[src/rtl/i2c_slave_pkg.sv]
// Purpose : shared types and sizing helpers for the I2C slave frame timer.
// Latency : n/a (declarations only).
// Backpressure: n/a.
package i2c_slave_pkg;

   // Frame sequencer states; the encoding is internal to the timer.
   typedef enum logic [2:0] {
      ST_IDLE,
      ST_START,
      ST_DATA,
      ST_PREP,
      ST_CHECK,
      ST_DONE
   } frame_state_t;

   // Default width of the idle watchdog counter and its limit.
   localparam int TIMEOUT_W_DEF = 16;

   // Bit-counter width: must hold every value 0..data_bits.
   function automatic int cnt_width(input int data_bits);
      return $clog2(data_bits + 1);
   endfunction

endpackage

[src/rtl/i2c_bus_watchdog.sv]
// Purpose : bus-idle watchdog; counts enabled cycles since the last clear.
// Latency : expire is combinational from the count register.
// Backpressure: en low freezes the count (SCL stretch is not idleness).
module i2c_bus_watchdog #(
   parameter int TIMEOUT_W = 16
) (
   input  logic                 clk,
   input  logic                 n_rst,
   input  logic                 clr,
   input  logic                 en,
   input  logic [TIMEOUT_W-1:0] limit,
   output logic                 expire
);

   logic [TIMEOUT_W-1:0] cnt_q;

   // Idle counter: cleared on activity, saturates at all-ones so it never wraps back under the limit.
   always_ff @(posedge clk or negedge n_rst) begin
      if (!n_rst) begin
         cnt_q <= '0;
      end else if (clr) begin
         cnt_q <= '0;
      end else if (en && (cnt_q != '1)) begin
         cnt_q <= cnt_q + 1'b1;
      end
   end

   // A zero limit disables the watchdog entirely.
   assign expire = (limit != '0) && (cnt_q >= limit);

endmodule

[src/rtl/i2c_slave_frame_timer.sv]
// Purpose : I2C slave frame sequencer: counts SCL data bits between START/STOP and walks the ACK slot.
// Latency : state register then output register, so every flag moves 2 clk after its triggering pulse.
// Backpressure: stretch_req in ACK prep drives hold_scl and ignores SCL rising edges until released.
module i2c_slave_frame_timer
   import i2c_slave_pkg::*;
#(
   parameter  int DATA_BITS = 8,
   parameter  int TIMEOUT_W = TIMEOUT_W_DEF,
   localparam int CNT_W     = cnt_width(DATA_BITS)
) (
   input  logic                 clk,
   input  logic                 n_rst,
   input  logic                 start,
   input  logic                 stop,
   input  logic                 rising_edge,
   input  logic                 falling_edge,
   input  logic                 stretch_req,
   input  logic [TIMEOUT_W-1:0] timeout_limit,
   output logic                 byte_received,
   output logic                 ack_prep,
   output logic                 ack_check,
   output logic                 ack_done,
   output logic                 bit_strobe,
   output logic [CNT_W-1:0]     bit_index,
   output logic                 hold_scl,
   output logic                 busy,
   output logic                 bus_timeout
);

   localparam logic [CNT_W-1:0] LAST_BIT  = CNT_W'(DATA_BITS);
   localparam logic [CNT_W-1:0] FIRST_BIT = CNT_W'(1);

   frame_state_t     state_q, state_d;
   logic [CNT_W-1:0] cnt_q, cnt_d;
   logic             inc_d, inc_q;
   logic             wd_clr, wd_expire, abort;

   // Expiry loses to start/stop arriving in the same cycle.
   assign abort  = wd_expire && (state_q != ST_IDLE) && !start && !stop;
   assign wd_clr = (state_q == ST_IDLE) || start || stop || rising_edge || falling_edge || abort;

   i2c_bus_watchdog #(
      .TIMEOUT_W(TIMEOUT_W)
   ) u_watchdog (
      .clk   (clk),
      .n_rst (n_rst),
      .clr   (wd_clr),
      .en    (!hold_scl),
      .limit (timeout_limit),
      .expire(wd_expire)
   );

   // Next state: stop, then start, then watchdog, then SCL edges (rising wins over falling).
   always_comb begin
      state_d = state_q;
      cnt_d   = cnt_q;
      inc_d   = 1'b0;
      if (stop && (state_q != ST_IDLE)) begin
         state_d = ST_IDLE;
         cnt_d   = '0;
      end else if (start) begin
         state_d = ST_START;
         cnt_d   = '0;
      end else if (abort) begin
         state_d = ST_IDLE;
         cnt_d   = '0;
      end else begin
         case (state_q)
            ST_START, ST_DONE: begin
               if (rising_edge) begin
                  state_d = ST_DATA;
                  cnt_d   = FIRST_BIT;
                  inc_d   = 1'b1;
               end
            end
            ST_DATA: begin
               if (rising_edge) begin
                  if (cnt_q < LAST_BIT) begin
                     cnt_d = cnt_q + 1'b1;
                     inc_d = 1'b1;
                  end
               end else if (falling_edge && (cnt_q == LAST_BIT)) begin
                  state_d = ST_PREP;
                  cnt_d   = '0;
               end
            end
            ST_PREP: begin
               if (rising_edge && !stretch_req) begin
                  state_d = ST_CHECK;
               end
            end
            ST_CHECK: begin
               if (falling_edge && !rising_edge) begin
                  state_d = ST_DONE;
               end
            end
            default: begin
            end
         endcase
      end
   end

   // State, bit counter and increment marker registers.
   always_ff @(posedge clk or negedge n_rst) begin
      if (!n_rst) begin
         state_q <= ST_IDLE;
         cnt_q   <= '0;
         inc_q   <= 1'b0;
      end else begin
         state_q <= state_d;
         cnt_q   <= cnt_d;
         inc_q   <= inc_d;
      end
   end

   // Registered output decode of the current state/counter.
   always_ff @(posedge clk or negedge n_rst) begin
      if (!n_rst) begin
         byte_received <= 1'b0;
         ack_prep      <= 1'b0;
         ack_check     <= 1'b0;
         ack_done      <= 1'b0;
         bit_strobe    <= 1'b0;
         bit_index     <= '0;
         hold_scl      <= 1'b0;
         busy          <= 1'b0;
         bus_timeout   <= 1'b0;
      end else begin
         byte_received <= (state_q == ST_PREP) || (state_q == ST_CHECK);
         ack_prep      <= (state_q == ST_PREP);
         ack_check     <= (state_q == ST_CHECK);
         ack_done      <= (state_q == ST_DONE);
         bit_strobe    <= inc_q;
         bit_index     <= cnt_q;
         hold_scl      <= (state_q == ST_PREP) && stretch_req;
         busy          <= (state_q != ST_IDLE);
         bus_timeout   <= abort;
      end
   end

endmodule
[config.mk]
export PLATFORM = sky130hd
export DESIGN_NAME = i2c_slave_frame_timer
export DESIGN_NICKNAME = d
export VERILOG_FILES = /design/src/rtl/i2c_slave_pkg.sv /design/src/rtl/i2c_bus_watchdog.sv /design/src/rtl/i2c_slave_frame_timer.sv
export SDC_FILE = /design/constraint.sdc
export NUM_CORES = 1
export LEC_CHECK = 0
export CELL_PAD_IN_SITES_DETAIL_PLACEMENT = 0
export CELL_PAD_IN_SITES_GLOBAL_PLACEMENT = 1
export CORE_MARGIN = 4
export CORE_UTILIZATION = 40
export CTS_CLUSTER_SIZE = 40
export DETAILED_ROUTE_END_ITERATION = 16
export PLACE_DENSITY_LB_ADDON = 0.2
export SETUP_SLACK_MARGIN = 0.15
export SLEW_MARGIN = 25
export SYNTH_ARGS = -nofsm -noshare
export SYNTH_HDL_FRONTEND = slang
export SYNTH_SLANG_ARGS = --single-unit
[constraint.sdc]
create_clock -name clk -period 3.7 [get_ports clk]
set_input_delay 0.74 -clock clk [delete_from_list [all_inputs] [get_ports clk]]
set_output_delay 0.74 -clock clk [all_outputs]
set_load 0.01 [all_outputs]
==> results.toml <==
[worst_setup_path]
r2r-start = "u_watchdog.cnt_q[0]"
worst-path-max-fanout = 23
cp.depth = 9
cpLargestDelayFamily = "buffers and inverters"
r2r-end = "inc_q"
crit_buf_inv = 3
critPathCaptureType = "flip-flop"
crit_type = "input port to flip-flop"
crit_chain = "clkdlybuf4s50_1 -> inv_1 -> ha_1 -> nand4_1 -> nor3_1 -> nor4_2 -> a32oi_4 -> buf_4 -> nor4bb_1"
cp.required_ps = 3850
slowest_stage = "clkdlybuf4s50_1"
rrSetupSlack_ps = 1470
crit_start = "timeout_limit[15]"
r2r_cells = 8
timing.critical_path.to = "inc_q"
slowest_delay_ps = 480
cp-start-kind = "input port"
cp.arrival_ps = 2840

[place]
hpwl_um = 4240
io_buffers = 34
gp_congestion = 0.771

[timing]
slew_headroom_pct = 46.2
setup_tns_ps = 0
worst_pin_slew_ps = 807
rsz0062_at_grt = "no"
fmax_mhz = 372
finalClockSkew_ps = 3.98
slew_viol_final = 0
hold_violations = 0
min_period_ps = 2690
period_share_pct = 72.6
setup_viol = 0

[clock_network]
cts-resized-gates = 0
cts.htree.levels = 2
cts-buffers-inserted = 5
clock_sinks = 36
worstSkewPairLatency_ps = 290
cts_root_buf = "clkbuf_8"
hold_buffers = 0
cts_setup_buffers = 0
cts_tree = "done"
path_clk_slew_ps = 70
cts_max_path_buffers = 2

[power]
power.total_uw = 852
p_per_area_mw_per_mm2 = 287
leakagePower_nw = 1.26
peakVddDrop_uv = 133

[global_routing]
grtUsageTotal_pct = 15.9
grt_pass1_wl_um = 9450
met3_usage_pct = 3.50
first_global_vias = 1888
grt_max_degree = 37
use_met1_pct = 21.6
antenna_found_initial = 0
grt_util_met2_pct = 25.7
grt.busiest_layer = "met2"
grt_overflow_total = 0

[routing]
drtIter0Drc = 61
num_vias = 1899
drc = 0
routedWlPerCell_um = 15.4
wirelength_um = 5500
detail_route.first_pass.iterations = 4
viasPerCell = 5.33
ant_nets = 0

[floorplan]
initial_core_util_pct = 41.8
fp.dieW_um = 87.2
io_pins = 35
rows = 28
core_area_mm2 = 0.00599
die_area_mm2 = 0.00760
die_h_um = 87.2

[synthesis]
synth_seq_cells = 36
yosysUniqueCellTypes = 52
synthArstFlopShare_pct = 100
synthesis.area_mm2 = 0.00251
ys_seq_area_share_pct = 35.9
synth_area_per_cell_um2 = 10.1
ys.flop_type = "dfrtp_1"
ys.warnings.count = 0
synth_fp_nets = 290
syn_inst = 248
synth_edf_count = 0

[min_path]
hp-class = "flip-flop to flip-flop"
whs_path_depth = 0

[finish]
nets = 322
fillers = 555
layout-drive-gt1-share_pct = 14.9
final_cell_mix = "dfrtp_1 (36), clkdlybuf4s50_1 (33), inv_1 (26)"
final_common_cell = "dfrtp_1"
areaGrowthSynthToFinish_pct = 18.5
diodes = 0

[job]
drv_cap = 0

[run_status]
status = "finished clean"
==> cell usage after synthesis (all sizes together) (2+ instances only) <==
library cell / count / area, um^2
and2: 4 / 25.0
nor4: 8 / 68.8
nand2: 11 / 41.3
nand4: 8 / 50.1
o21ai: 8 / 40.0
inv: 26 / 97.6
nor4b: 2 / 30.0
and4: 5 / 46.3
clkbuf: 3 / 11.3
nand2b: 3 / 26.3
nor2b: 2 / 12.5
dfrtp: 36 / 901
a21oi: 10 / 50.1
ha: 19 / 238
nor3: 14 / 96.4
nand3: 6 / 30.0
mux2i: 3 / 30.0
nor2: 12 / 45.0
xnor2: 14 / 123
a211oi: 5 / 37.5
nor3b: 16 / 190
and3: 5 / 36.3
and4b: 2 / 20.0
nand3b: 2 / 31.3
buf: 8 / 57.6
==> where the power goes <==
group | switching [mW] | total (mW) | internal, mW
clock | 0.146 | 0.277 | 0.131
combinational | 0.0766 | 0.150 | 0.0731
sequential | 0.0189 | 0.425 | 0.406
==> worst reg2reg max path, stage by stage (launching register included) <==
cell       delay, ps
dfrtp_1          430
inv_1             60
ha_1             260
nand2b_4         150
a2111oi_4        360
nand3b_2         210
a32oi_4          110
buf_4            260
nor4bb_1         300
==> cells by family (layout without fill, tap and decap cells) <==
family	count (synthesis)	count (layout)	share of synthesized area, %
AOI/OAI and AO/OA	33	33	9.79
DFF	36	36	35.9
and+or+nand+nor	105	105	31.6
adders and majority gates	19	19	9.49
xor gates and xnor gates	14	14	4.89
buffers and inverters	37	70	6.64
muxes	4	4	1.65
==> flip-flops by register name, indices dropped and copies added (netlist names) <==
register and count:
byte_received 1, ack_check 1, cnt_q 4, inc_q 1
u_watchdog.cnt_q 16, ack_prep 1, hold_scl 1, state_q 3
busy 1, bit_strobe 1, ack_done 1, bus_timeout 1
bit_index 4
==> layer usage <==
metal / share of wire, % / routed length, um
met1: 48 / 2660
met2: 48 / 2630
met3: 3.1 / 168
met4: 0.62 / 34
met5: 0 / 0
==> stage by stage <==
stage	cells	area [um^2]	hold WS (ps)	worst slack, ps	util (%)
6_report	356	2970	354	1010	49.6
3_5_place_dp	348	2880	343	706	48.1
4_1_cts	356	2970	360	998	49.6
5_1_grt	356	2970	369	822	49.6
3_3_place_gp	348	2880	349	747	48.1
2_1_floorplan	248	2510	331	1460	-
==> how the worst min path moves through the flow <==
stage / from / endpoint / slack, ps
3_5_place_dp: inc_q / bit_strobe / 340
2_1_floorplan: inc_q / bit_strobe / 330
3_3_place_gp: inc_q / bit_strobe / 350
5_1_grt: inc_q / bit_strobe / 370
6_report: inc_q / bit_strobe / 350
4_1_cts: inc_q / bit_strobe / 360
==> cell type report <==
class	instances	area [um^2]	share of cell area, %
clock inverters	3	18.8	0.632
clock buffers	5	68.8	2.32
inverters	26	97.6	3.29
well taps	75	93.8	3.16
multi-input cells	175	1440	48.5
repair buffers	36	350	11.8
flip-flops and latches	36	901	30.3
(Power assumes the default switching activity.)
